<file path="src/rtl/demux_32_bit_1x2_buf.sv">
// 1-to-2 word demultiplexer with a small FIFO per destination channel.
// control picks the channel for each accepted word; each channel drains independently.
module demux_32_bit_1x2_buf #(
  parameter int unsigned DEPTH = 2,
  parameter int unsigned CNT_W = 8
) (
  input  logic             clk,
  input  logic             rst,
  input  logic [31:0]      in_data,
  input  logic             in_valid,
  input  logic             control,
  output logic             in_ready,
  output logic [31:0]      out_data1,
  output logic [31:0]      out_data2,
  output logic             out_valid1,
  output logic             out_valid2,
  input  logic             out_ready1,
  input  logic             out_ready2,
  output logic [CNT_W-1:0] count1,
  output logic [CNT_W-1:0] count2
);

  localparam int unsigned AW = (DEPTH > 2) ? $clog2(DEPTH) : 1;

  localparam logic [AW:0]   OCC_FULL = (AW+1)'(DEPTH);
  localparam logic [AW:0]   OCC_ONE  = (AW+1)'(1);
  localparam logic [AW-1:0] PTR_ONE  = AW'(1);
  localparam logic [CNT_W-1:0] CNT_ONE = CNT_W'(1);

  logic [31:0]      mem_q  [2][DEPTH];
  logic [AW-1:0]    wptr_q [2];
  logic [AW-1:0]    wptr_d [2];
  logic [AW-1:0]    rptr_q [2];
  logic [AW-1:0]    rptr_d [2];
  logic [AW:0]      occ_q  [2];
  logic [AW:0]      occ_d  [2];
  logic [CNT_W-1:0] cnt_q  [2];
  logic [CNT_W-1:0] cnt_d  [2];

  logic [1:0] full;
  logic [1:0] nonempty;
  logic [1:0] push;
  logic [1:0] pop;
  logic [1:0] out_rdy;

  assign out_rdy = {out_ready2, out_ready1};

  always_comb begin
    full     = '0;
    nonempty = '0;
    for (int unsigned k = 0; k < 2; k++) begin
      full[k]     = (occ_q[k] == OCC_FULL);
      nonempty[k] = (occ_q[k] != '0);
    end
  end

  // Readiness looks only at the selected channel's own fill level, never at the
  // consumers, so a pop freeing a full channel is seen one cycle later.
  assign in_ready = ~full[control];

  always_comb begin
    push    = '0;
    push[0] = in_valid & in_ready & ~control;
    push[1] = in_valid & in_ready &  control;
    pop     = nonempty & out_rdy;
  end

  always_comb begin
    for (int unsigned k = 0; k < 2; k++) begin
      wptr_d[k] = wptr_q[k];
      rptr_d[k] = rptr_q[k];
      occ_d[k]  = occ_q[k];
      cnt_d[k]  = cnt_q[k];
      if (push[k]) begin
        wptr_d[k] = wptr_q[k] + PTR_ONE;
        cnt_d[k]  = cnt_q[k] + CNT_ONE;
      end
      if (pop[k]) begin
        rptr_d[k] = rptr_q[k] + PTR_ONE;
      end
      case ({push[k], pop[k]})
        2'b10:   occ_d[k] = occ_q[k] + OCC_ONE;
        2'b01:   occ_d[k] = occ_q[k] - OCC_ONE;
        default: occ_d[k] = occ_q[k];
      endcase
    end
  end

  always_ff @(posedge clk or posedge rst) begin
    if (rst) begin
      for (int unsigned k = 0; k < 2; k++) begin
        wptr_q[k] <= '0;
        rptr_q[k] <= '0;
        occ_q[k]  <= '0;
        cnt_q[k]  <= '0;
      end
    end else begin
      for (int unsigned k = 0; k < 2; k++) begin
        wptr_q[k] <= wptr_d[k];
        rptr_q[k] <= rptr_d[k];
        occ_q[k]  <= occ_d[k];
        cnt_q[k]  <= cnt_d[k];
      end
    end
  end

  // Storage is not reset: stale words are unreachable once occupancy is cleared,
  // and the output mux forces zero whenever the channel is empty.
  always_ff @(posedge clk) begin
    for (int unsigned k = 0; k < 2; k++) begin
      if (push[k]) begin
        mem_q[k][wptr_q[k]] <= in_data;
      end
    end
  end

  assign out_valid1 = nonempty[0];
  assign out_valid2 = nonempty[1];
  assign out_data1  = nonempty[0] ? mem_q[0][rptr_q[0]] : '0;
  assign out_data2  = nonempty[1] ? mem_q[1][rptr_q[1]] : '0;
  assign count1     = cnt_q[0];
  assign count2     = cnt_q[1];

endmodule
</file>
<file path="config.mk">
export PLATFORM = sky130hd
export DESIGN_NAME = demux_32_bit_1x2_buf
export DESIGN_NICKNAME = d
export VERILOG_FILES = /design/src/rtl/demux_32_bit_1x2_buf.sv
export SDC_FILE = /design/constraint.sdc
export NUM_CORES = 1
export LEC_CHECK = 0
export CELL_PAD_IN_SITES_DETAIL_PLACEMENT = 1
export CELL_PAD_IN_SITES_GLOBAL_PLACEMENT = 1
export CORE_UTILIZATION = 42
export CTS_CLUSTER_DIAMETER = 60
export DETAILED_ROUTE_END_ITERATION = 16
export PLACE_DENSITY = 0.79
export SETUP_SLACK_MARGIN = 0.15
export SLEW_MARGIN = 20
export SYNTH_ARGS = -nofsm -noshare
export SYNTH_HDL_FRONTEND = slang
export SYNTH_SLANG_ARGS = --single-unit
</file>
<file path="constraint.sdc">
create_clock -name clk -period 3.8 [get_ports clk]
set_input_delay 0.76 -clock clk [delete_from_list [all_inputs] [get_ports clk]]
set_output_delay 0.76 -clock clk [all_outputs]
set_load 0.02 [all_outputs]
</file>
==> flow_summary.json, run 1 <==
{
  "path_max_fanout": 21,
  "worst_pin_slew_ns": 0.929,
  "die_y_um": 121,
  "intPower_mw": 4.31,
  "final_nets": 542,
  "ir_worst_vdd_uv": 437,
  "slowest_delay_ns": 0.78,
  "n_antenna_cell": 0,
  "yosys.area.top_type_share_pct": 65.0,
  "drtIter0Drc": 154,
  "ys.flop_type": "edfxtp_1",
  "place.port_buffers": 120,
  "antenna_left": 0,
  "ys_async_sr_fraction_pct": 15.8,
  "ys_seq_elements": 152,
  "hold_path_depth": 1,
  "max-slew-margin-rel_pct": 38.0,
  "critPathLaunchType": "flip-flop",
  "synth_edf_count": 128,
  "chipWidth_um": 121,
  "grt-ovfl-total": 0,
  "detailed_place_hpwl_um": 8530,
  "r2r_start": "occ_q[0]",
  "grt_util_all_layers_pct": 19.6,
  "core_area_um2": 13800,
  "antenna_found_initial": 0,
  "holdCritStartpoint": "count1[7]",
  "cts_tree": "built",
  "start_util_pct": 42.8,
  "synth_nets": 413,
  "timing.fmax_mhz": 311,
  "clk_latency_ns": 0.42,
  "postSynthAreaPerCell_um2": 15.9,
  "min_to": "count1[7]",
  "rows": 43,
  "powerDensity_nw_per_um2": 833,
  "clkSinkCount": 152,
  "finalCritPeriodShare_pct": 84.7,
  "ioPinCount": 121,
  "clkPwrFrac_pct": 25.0,
  "drive_gt1_share_pct": 8.97,
  "rsz0062_at_grt": "no",
  "crit_buf_inv": 2,
  "numCtsBuffers": 17,
  "grt_pass1_vias": 3698,
  "synth_cell_types": 26,
  "drv_cap": 0,
  "dr.pass1.iters": 4,
  "cts-resized-gates": 0,
  "grt_max_degree": 34,
  "cp.arrival_ns": 2.46,
  "drc": 0,
  "design_area_um2": 7940,
  "r2r_end": "occ_q[1]",
  "p_comb_share_pct": 39.5,
  "wl_per_cell_um": 19.4,
  "fin_tns_setup_ns": 0,
  "utilization_pct": 57.4,
  "syn_to_final_growth_pct": 34.2,
  "yosysTopAreaCell": "edfxtp_1",
  "hold_class": "reg -> reg",
  "rr_worst_depth": 6,
  "layout_min_cycle_time_ns": 3.22,
  "p_seq_share_pct": 35.5,
  "die-area_um2": 14600,
  "swShare_pct": 34.8,
  "yosysMostFrequentCell": "edfxtp_1",
  "setup_viol": 0,
  "via_count": 3444,
  "yosysSeqAreaShare_pct": 75.1,
  "place_area_um2": 7350,
  "synth_area_leaders": "edfxtp_1 (65%), mux2i_1 (11%), dfrtp_1 (10%)",
  "syn-instance-count": 371,
  "status": "finished, final reports clean",
  "critPathTopFamily": "buffers and inverters",
  "finalHoldViolCount": 0,
  "synthTopCellsByCount": "edfxtp_1 (128), nor2_1 (74), mux2i_1 (64)",
  "syn-cell-area_um2": 5920,
  "gp_congestion": 0.761,
  "ctsHoldBuffers": 0,
  "path_clk_slew_ns": 0.06,
  "grt_pass1_wl_um": 20600,
  "end_kind": "output pin",
  "p_total_mw": 6.62,
  "crit_slowest_cell": "dfrtp_2",
  "root_buffer": "clkbuf_16",
  "required_ns": 3.04,
  "skew_ns": 0.00507,
  "leakage_nw": 2.99,
  "criticalPathCategory": "reg -> out",
  "totalWireLength_um": 13500,
  "vias_per_cell": 4.97,
  "final_max_slew_viol_count": 0,
  "htree_num_levels": 4,
  "cts_setup_buffers": 0,
  "clk_path_buf_depth": 2,
  "ys_warn_count": 0,
  "cp_cell_sequence": "buf_4 > mux2i_1 > nor2_1 > clkdlybuf4s50_1",
  "r2r_slack_ns": 1.50,
  "p_switching_mw": 2.31
}
==> placed cells by master (no fill, tap or decap), drive strengths merged, types with 3 or more instances in the layout <==
cell,count
edfxtp,128
clkdlybuf4s50,120
nor2,74
mux2i,64
clkbuf,25
dfrtp,24
xnor2,14
xor2,10
nand2,8
inv,7
buf,6
nand3,5
ha,4
nor3,3
and2,3
clkinv,3
==> worst max-delay path by stage <==
stage | cells past startpoint | start | to | slack [ns]
floorplan | 3 | control | mem_q[0][0] | 0.89
global placement | 3 | control | in_ready | 0.86
detailed placement | 3 | control | in_ready | 0.87
CTS | 4 | rptr_q[0] | out_data2[21] | 0.50
global route | 4 | rptr_q[0] | out_data2[22] | 0.41
finish | 4 | rptr_q[0] | out_data2[21] | 0.58
==> registers in the layout, indices dropped and copies added, names as in the netlist <==
| name | cells |
|---|---|
| mem_q | 128 |
| count1 | 8 |
| count2 | 8 |
| occ_q | 4 |
| rptr_q | 2 |
| wptr_q | 2 |
==> metal layers <==
| metal | GRT usage, % | vias to the layer above | share of wire (%) | wire, µm |
|---|---|---|---|---|
| li1 | - | 1586 | - | - |
| met3 | 5.05 | 17 | 5.5 | 742 |
| met1 | 24.7 | 1725 | 44 | 5900 |
| met4 | 7.41 | 0 | 1.6 | 209 |
| met5 | 0 | - | 0 | 0 |
| met2 | 32.6 | 116 | 49 | 6620 |
==> kinds of logic (layout without fill, tap and decap cells) <==
| family | Yosys count | in the layout | synth area share, % |
|---|---|---|---|
| adders and majority gates | 4 | 4 | 0.846 |
| DFF | 152 | 152 | 75.1 |
| xor gates and xnor gates | 24 | 24 | 3.68 |
| and+or+nand+nor | 102 | 102 | 7.32 |
| buffers and inverters | 23 | 165 | 1.82 |
| muxes | 66 | 66 | 11.2 |
==> power by group through the flow <==
| stage | clock network (mW) | registers [mW] | logic [mW] |
|---|---|---|---|
| floorplan | 0 | 2.31 | 1.44 |
| detailed placement | 0 | 2.38 | 2.62 |
| finish | 1.65 | 2.35 | 2.61 |
| global placement | 0 | 2.36 | 2.59 |
| global route | 1.75 | 2.38 | 2.78 |
| CTS | 1.68 | 2.36 | 2.66 |
==> per-stage QoR <==
stage	std cells	hold WS, ns	setup slack [ns]
3_5_place_dp	661	0.469	0.870
2_1_floorplan	371	0.458	0.890
6_report	693	0.466	0.580
4_1_cts	693	0.476	0.503
5_1_grt	693	0.501	0.408
3_3_place_gp	661	0.456	0.860
==> final cells by class <==
cell class,instances,area [µm²]
Fill cell,1313,5890
Sequential cell,152,4450
Multi-Input combinational cell,196,1400
Timing Repair Buffer,126,1250
Clock buffer,25,495
Tap cell,180,225
Clock inverter,7,92.6
Inverter,7,31.3
Power figures use the tool's default switching activity.
==> run 2, diff against run 1 <==
--- a/config.mk
+++ b/config.mk
@@ -7,10 +7,10 @@
 export LEC_CHECK = 0
 export CELL_PAD_IN_SITES_DETAIL_PLACEMENT = 1
 export CELL_PAD_IN_SITES_GLOBAL_PLACEMENT = 1
-export CORE_UTILIZATION = 42
+export CORE_UTILIZATION = 38
 export CTS_CLUSTER_DIAMETER = 60
 export DETAILED_ROUTE_END_ITERATION = 16
-export PLACE_DENSITY = 0.79
+export PLACE_DENSITY = 0.76
 export SETUP_SLACK_MARGIN = 0.15
 export SLEW_MARGIN = 20
 export SYNTH_ARGS = -nofsm -noshare
==> constraint.sdc (replaced) <==
create_clock -name clk -period 2.8 [get_ports clk]
set_input_delay 0.56 -clock clk [delete_from_list [all_inputs] [get_ports clk]]
set_output_delay 0.56 -clock clk [all_outputs]
set_load 0.02 [all_outputs]
==> run 2 against run 1 <==
Net effect: sequential cell count unchanged; die area up 10%; register-to-register slack worse by 0.58 ns; first-iteration DRC count up 19%; sequential share of layout area down 0.25 points; clock-buffer cell count down 3; clock skew up 0.0011 ns; via count up 2.1%; critical path type unchanged; critical endpoint is now out_data2[28].
==> flow_summary.json, run 2 (synthesis gave the netlist of run 1 again) <==
{
  "n_antenna_cell": 0,
  "critPathLaunchType": "flip-flop",
  "numCtsBuffers": 17,
  "fillerInstances": 1466,
  "clk_latency_ns": 0.42,
  "rows": 45,
  "hold_path_depth": 1,
  "critPathTopFamily": "buffers and inverters",
  "largest_register_ffs": 128,
  "post-place-ws_ns": 0.316,
  "crit_start": "rptr_q[0]",
  "antenna_left": 0,
  "drv_cap": 0,
  "start_util_pct": 38.9,
  "htree_num_levels": 4,
  "die-area_um2": 16100,
  "die_y_um": 127,
  "grt_pass1_vias": 3763,
  "syn_to_final_growth_pct": 34.8,
  "drive_gt1_share_pct": 10.4,
  "core_area_um2": 15200,
  "layout_common_cells": "edfxtp_1 (128), clkdlybuf4s50_1 (120), nor2_1 (69), mux2i_1 (64), dfrtp_1 (22)",
  "path_clk_slew_ns": 0.05,
  "final_nets": 558,
  "gp_congestion": 0.765,
  "place_area_um2": 7470,
  "dr.pass1.iters": 4,
  "layout_min_cycle_time_ns": 2.56,
  "vias_per_cell": 4.92,
  "r2r_start": "occ_q[0]",
  "drtIter0Drc": 184,
  "design_area_um2": 7980,
  "r2r_slack_ns": 0.92,
  "status": "finished, final reports clean",
  "grt_util_all_layers_pct": 17.6,
  "layout_commonest_cell": "edfxtp_1",
  "leakage_nw": 3.03,
  "final_cells": 715,
  "drc": 0,
  "timing.fmax_mhz": 390,
  "fin_tns_setup_ns": 0,
  "slowest_delay_ns": 0.63,
  "totalWireLength_um": 13200,
  "end_kind": "output pin",
  "finalCritPeriodShare_pct": 91.5,
  "powerDensity_nw_per_um2": 1100,
  "cp_cell_sequence": "buf_4 > mux2i_1 > nor2_1 > clkdlybuf4s50_1",
  "grt_pass1_wl_um": 20600,
  "utilization_pct": 52.5,
  "place.port_buffers": 120,
  "clkSinkCount": 152,
  "crit_slowest_cell": "clkdlybuf4s50_1",
  "ctsHoldBuffers": 0,
  "path_max_fanout": 11,
  "min_to": "count2[7]",
  "max-slew-margin-rel_pct": 54.9,
  "place_inst": 682,
  "final_max_slew_viol_count": 0,
  "worst_pin_slew_ns": 0.676,
  "ir_worst_vdd_uv": 565,
  "chipWidth_um": 127,
  "crit_buf_inv": 2,
  "clk_path_buf_depth": 2,
  "hold_class": "reg -> reg",
  "rr_worst_depth": 4,
  "layout.area.seq_um2": 4450,
  "rsz0062_at_grt": "no",
  "grt-ovfl-total": 0,
  "ioPinCount": 121,
  "cts_tree": "built",
  "setup_ws_ns": 0.237,
  "wl_per_cell_um": 18.5,
  "holdCritStartpoint": "count2[7]",
  "criticalPathCategory": "reg -> out",
  "multi_input_area_um2": 1400,
  "finalHoldViolCount": 0,
  "via_count": 3515,
  "root_buffer": "clkbuf_16",
  "grt_max_degree": 19,
  "required_ns": 2.24,
  "cp.arrival_ns": 2.00,
  "skew_ns": 0.00613,
  "detailed_place_hpwl_um": 8980,
  "setup_viol": 0,
  "antenna_found_initial": 0,
  "r2r_end": "mem_q[0][92]"
}
[run 2: cell types whose count changed in the layout (fill, tap and decap cells not counted), sizes merged]
cell	previous run	this run
buf	6	22
clkinv	3	8
clkbuf	25	22
bufinv	2	0
clkinvlp	2	0
[run 2: area by class of cell]
type	count	area share (%)
Sequential cell	152	55.8
Multi-Input combinational cell	196	17.6
Timing Repair Buffer	142	17.3
Clock buffer	22	5.57
Tap cell	188	2.95
Clock inverter	8	0.424
Inverter	7	0.392
[run 2: worst max path at each step]
stage / end / slack [ns] / cells after the start
after floorplan: mem_q[0][0] / 0.09 / 3
after global placement: in_ready / 0.32 / 3
after global routing: out_data1[24] / 0.15 / 4
after CTS: out_data1[18] / 0.19 / 4
final: out_data2[28] / 0.24 / 4
after detailed placement: in_ready / 0.32 / 3
[run 2: routing by layer]
layer | vias up | GRT usage [%] | part of all wire, %
met5 | - | 0 | 0
met4 | 0 | 7.35 | 1.8
met3 | 20 | 4.47 | 4.2
met2 | 95 | 30.2 | 51
met1 | 1781 | 21.2 | 43
li1 | 1619 | - | -
[run 2: where the power goes]
group,internal [mW],switching [mW]
Clock,1.10,0.793
Combinational,1.72,2.04
Sequential,2.85,0.239
Total,5.67,3.07
[run 2: through the flow]
| stage | power, mW | hold WS [ns] |
|---|---|---|
| CTS | 8.87 | 0.481 |
| finish | 8.74 | 0.473 |
| detailed placement | 6.91 | 0.469 |
| global route | 9.18 | 0.505 |
| global placement | 6.82 | 0.454 |
| floorplan | 5.09 | 0.465 |
[run 2: what timing repair did]
action / in CTS / in global routing
pin swaps: 1 / 0
gates resized for setup: 0 / 1
setup buffers: 3 / 0
setup endpoints to repair: 25 / 4
==> run 3, diff against run 2 <==
--- a/config.mk
+++ b/config.mk
@@ -10,8 +10,8 @@
 export CORE_UTILIZATION = 38
 export CTS_CLUSTER_DIAMETER = 60
 export DETAILED_ROUTE_END_ITERATION = 16
+export HOLD_SLACK_MARGIN = 0.02
 export PLACE_DENSITY = 0.76
-export SETUP_SLACK_MARGIN = 0.15
 export SLEW_MARGIN = 20
 export SYNTH_ARGS = -nofsm -noshare
 export SYNTH_HDL_FRONTEND = slang
==> run 3 against run 2 <==
Net effect: combinational power fell by 1%; die area did not move; cell count fell by 0.42%; critical endpoint is now out_data2[21]; largest cell class unchanged.
==> flow_summary.json, run 3 (synthesis gave the netlist of run 1 again) <==
{
  "status": "finished, final reports clean",
  "path_max_fanout": 25,
  "required_ns": 2.24,
  "largest_register_ffs": 128,
  "layout_commonest_cell": "edfxtp_1",
  "drv_cap": 0,
  "grt_util_all_layers_pct": 17.6,
  "path_depth": 4,
  "final_max_slew_viol_count": 0,
  "critPathLaunchType": "flip-flop",
  "totalWireLength_um": 13400,
  "crit_buf_inv": 2,
  "r2r_start": "occ_q[0]",
  "drtIter0Drc": 143,
  "start_util_pct": 38.9,
  "root_buffer": "clkbuf_16",
  "cts-resized-gates": 0,
  "cts_setup_buffers": 0,
  "final_nets": 553,
  "ir_worst_vdd_uv": 599,
  "htree_num_levels": 4,
  "ctsHoldBuffers": 0,
  "hold_class": "reg -> reg",
  "die_y_um": 127,
  "cts_tree": "built",
  "critPathTopFamily": "buffers and inverters",
  "syn_to_final_growth_pct": 37.1,
  "grt-ovfl-total": 0,
  "ioPinCount": 121,
  "finalHoldViolCount": 0,
  "r2r_slack_ns": 0.90,
  "powerDensity_nw_per_um2": 1150,
  "r2r_end": "mem_q[0][80]",
  "numCtsBuffers": 17,
  "layout_common_cells": "edfxtp_1 (128), clkdlybuf4s50_1 (120), nor2_1 (69), mux2i_1 (64), dfrtp_1 (22)",
  "gp_congestion": 0.747,
  "antenna_left": 0,
  "grt_pass1_vias": 3702,
  "grt_pass1_wl_um": 20600,
  "vias_per_cell": 4.94,
  "clk_path_buf_depth": 2,
  "drc": 0,
  "fillerInstances": 1445,
  "chipWidth_um": 127,
  "utilization_pct": 53.4,
  "wl_per_cell_um": 18.8,
  "drive_gt1_share_pct": 11.1,
  "rr_worst_depth": 4,
  "crit_path_end": "out_data2[21]",
  "layout.area.seq_um2": 4450,
  "slowest_delay_ns": 0.57,
  "path_clk_slew_ns": 0.06,
  "clk_latency_ns": 0.42,
  "clkSinkCount": 152,
  "multi_input_area_um2": 1400,
  "grt_max_degree": 26,
  "crit_slowest_cell": "clkdlybuf4s50_1",
  "fin_tns_setup_ns": 0,
  "dr.pass1.iters": 4,
  "worst_pin_slew_ns": 0.701,
  "n_antenna_cell": 0,
  "antenna_found_initial": 0,
  "end_kind": "output pin",
  "skew_ns": 0.00555,
  "criticalPathCategory": "reg -> out",
  "layout_min_cycle_time_ns": 2.60,
  "core_area_um2": 15200,
  "rsz0062_at_grt": "no",
  "max-slew-margin-rel_pct": 53.2,
  "place.port_buffers": 120,
  "place_area_um2": 7460,
  "cp.arrival_ns": 2.04,
  "design_area_um2": 8110,
  "crit_start": "occ_q[0]",
  "die-area_um2": 16100,
  "setup_viol": 0,
  "via_count": 3514,
  "leakage_nw": 3.08,
  "timing.fmax_mhz": 384,
  "finalCritPeriodShare_pct": 93.0,
  "rows": 45,
  "detailed_place_hpwl_um": 8740,
  "cp_cell_sequence": "nor2_4 > buf_12 > nor2_1 > clkdlybuf4s50_1"
}
==> run 3: per-layer routing <==
metal / share of wire (%) / wire, µm / global-route usage (%)
met1: 43 / 5780 / 21.8
met4: 1.4 / 182 / 5.95
met5: 0 / 0 / 0
met3: 5.2 / 701 / 5.53
met2: 50 / 6690 / 29.1
==> run 3: cell type report <==
class | count | share of cell area [%]
clock buffers | 17 | 5.24
well taps | 188 | 2.90
multi-input cells | 196 | 17.3
repair buffers | 137 | 16.5
clock inverters | 15 | 2.84
flip-flops and latches | 152 | 54.8
inverters | 7 | 0.386
==> run 3: worst min path at each step <==
stage / from / endpoint / slack, ns / cells past startpoint
6_report: count2[7] / count2[7] / 0.48 / 1
2_1_floorplan: wptr_q[0] / wptr_q[0] / 0.46 / 1
5_1_grt: count1[7] / count1[7] / 0.51 / 1
4_1_cts: count2[7] / count2[7] / 0.50 / 1
3_5_place_dp: count2[6] / count2[6] / 0.49 / 1
3_3_place_gp: count1[7] / count1[7] / 0.45 / 1
==> run 3: metrics by stage <==
| stage | hold WS [ns] | power, mW | setup WS (ns) | std cells |
|---|---|---|---|---|
| global placement | 0.454 | 6.80 | 0.318 | 680 |
| global route | 0.509 | 9.74 | 0.0805 | 712 |
| CTS | 0.498 | 9.44 | 0.156 | 712 |
| floorplan | 0.458 | 5.09 | 0.0905 | 371 |
| finish | 0.483 | 9.33 | 0.197 | 712 |
| detailed placement | 0.489 | 6.88 | 0.324 | 680 |
==> run 3: power breakdown <==
group	total [mW]	switching (mW)	internal [mW]
Sequential	3.08	0.229	2.85
Clock	2.52	0.864	1.66
Combinational	3.72	2.05	1.67
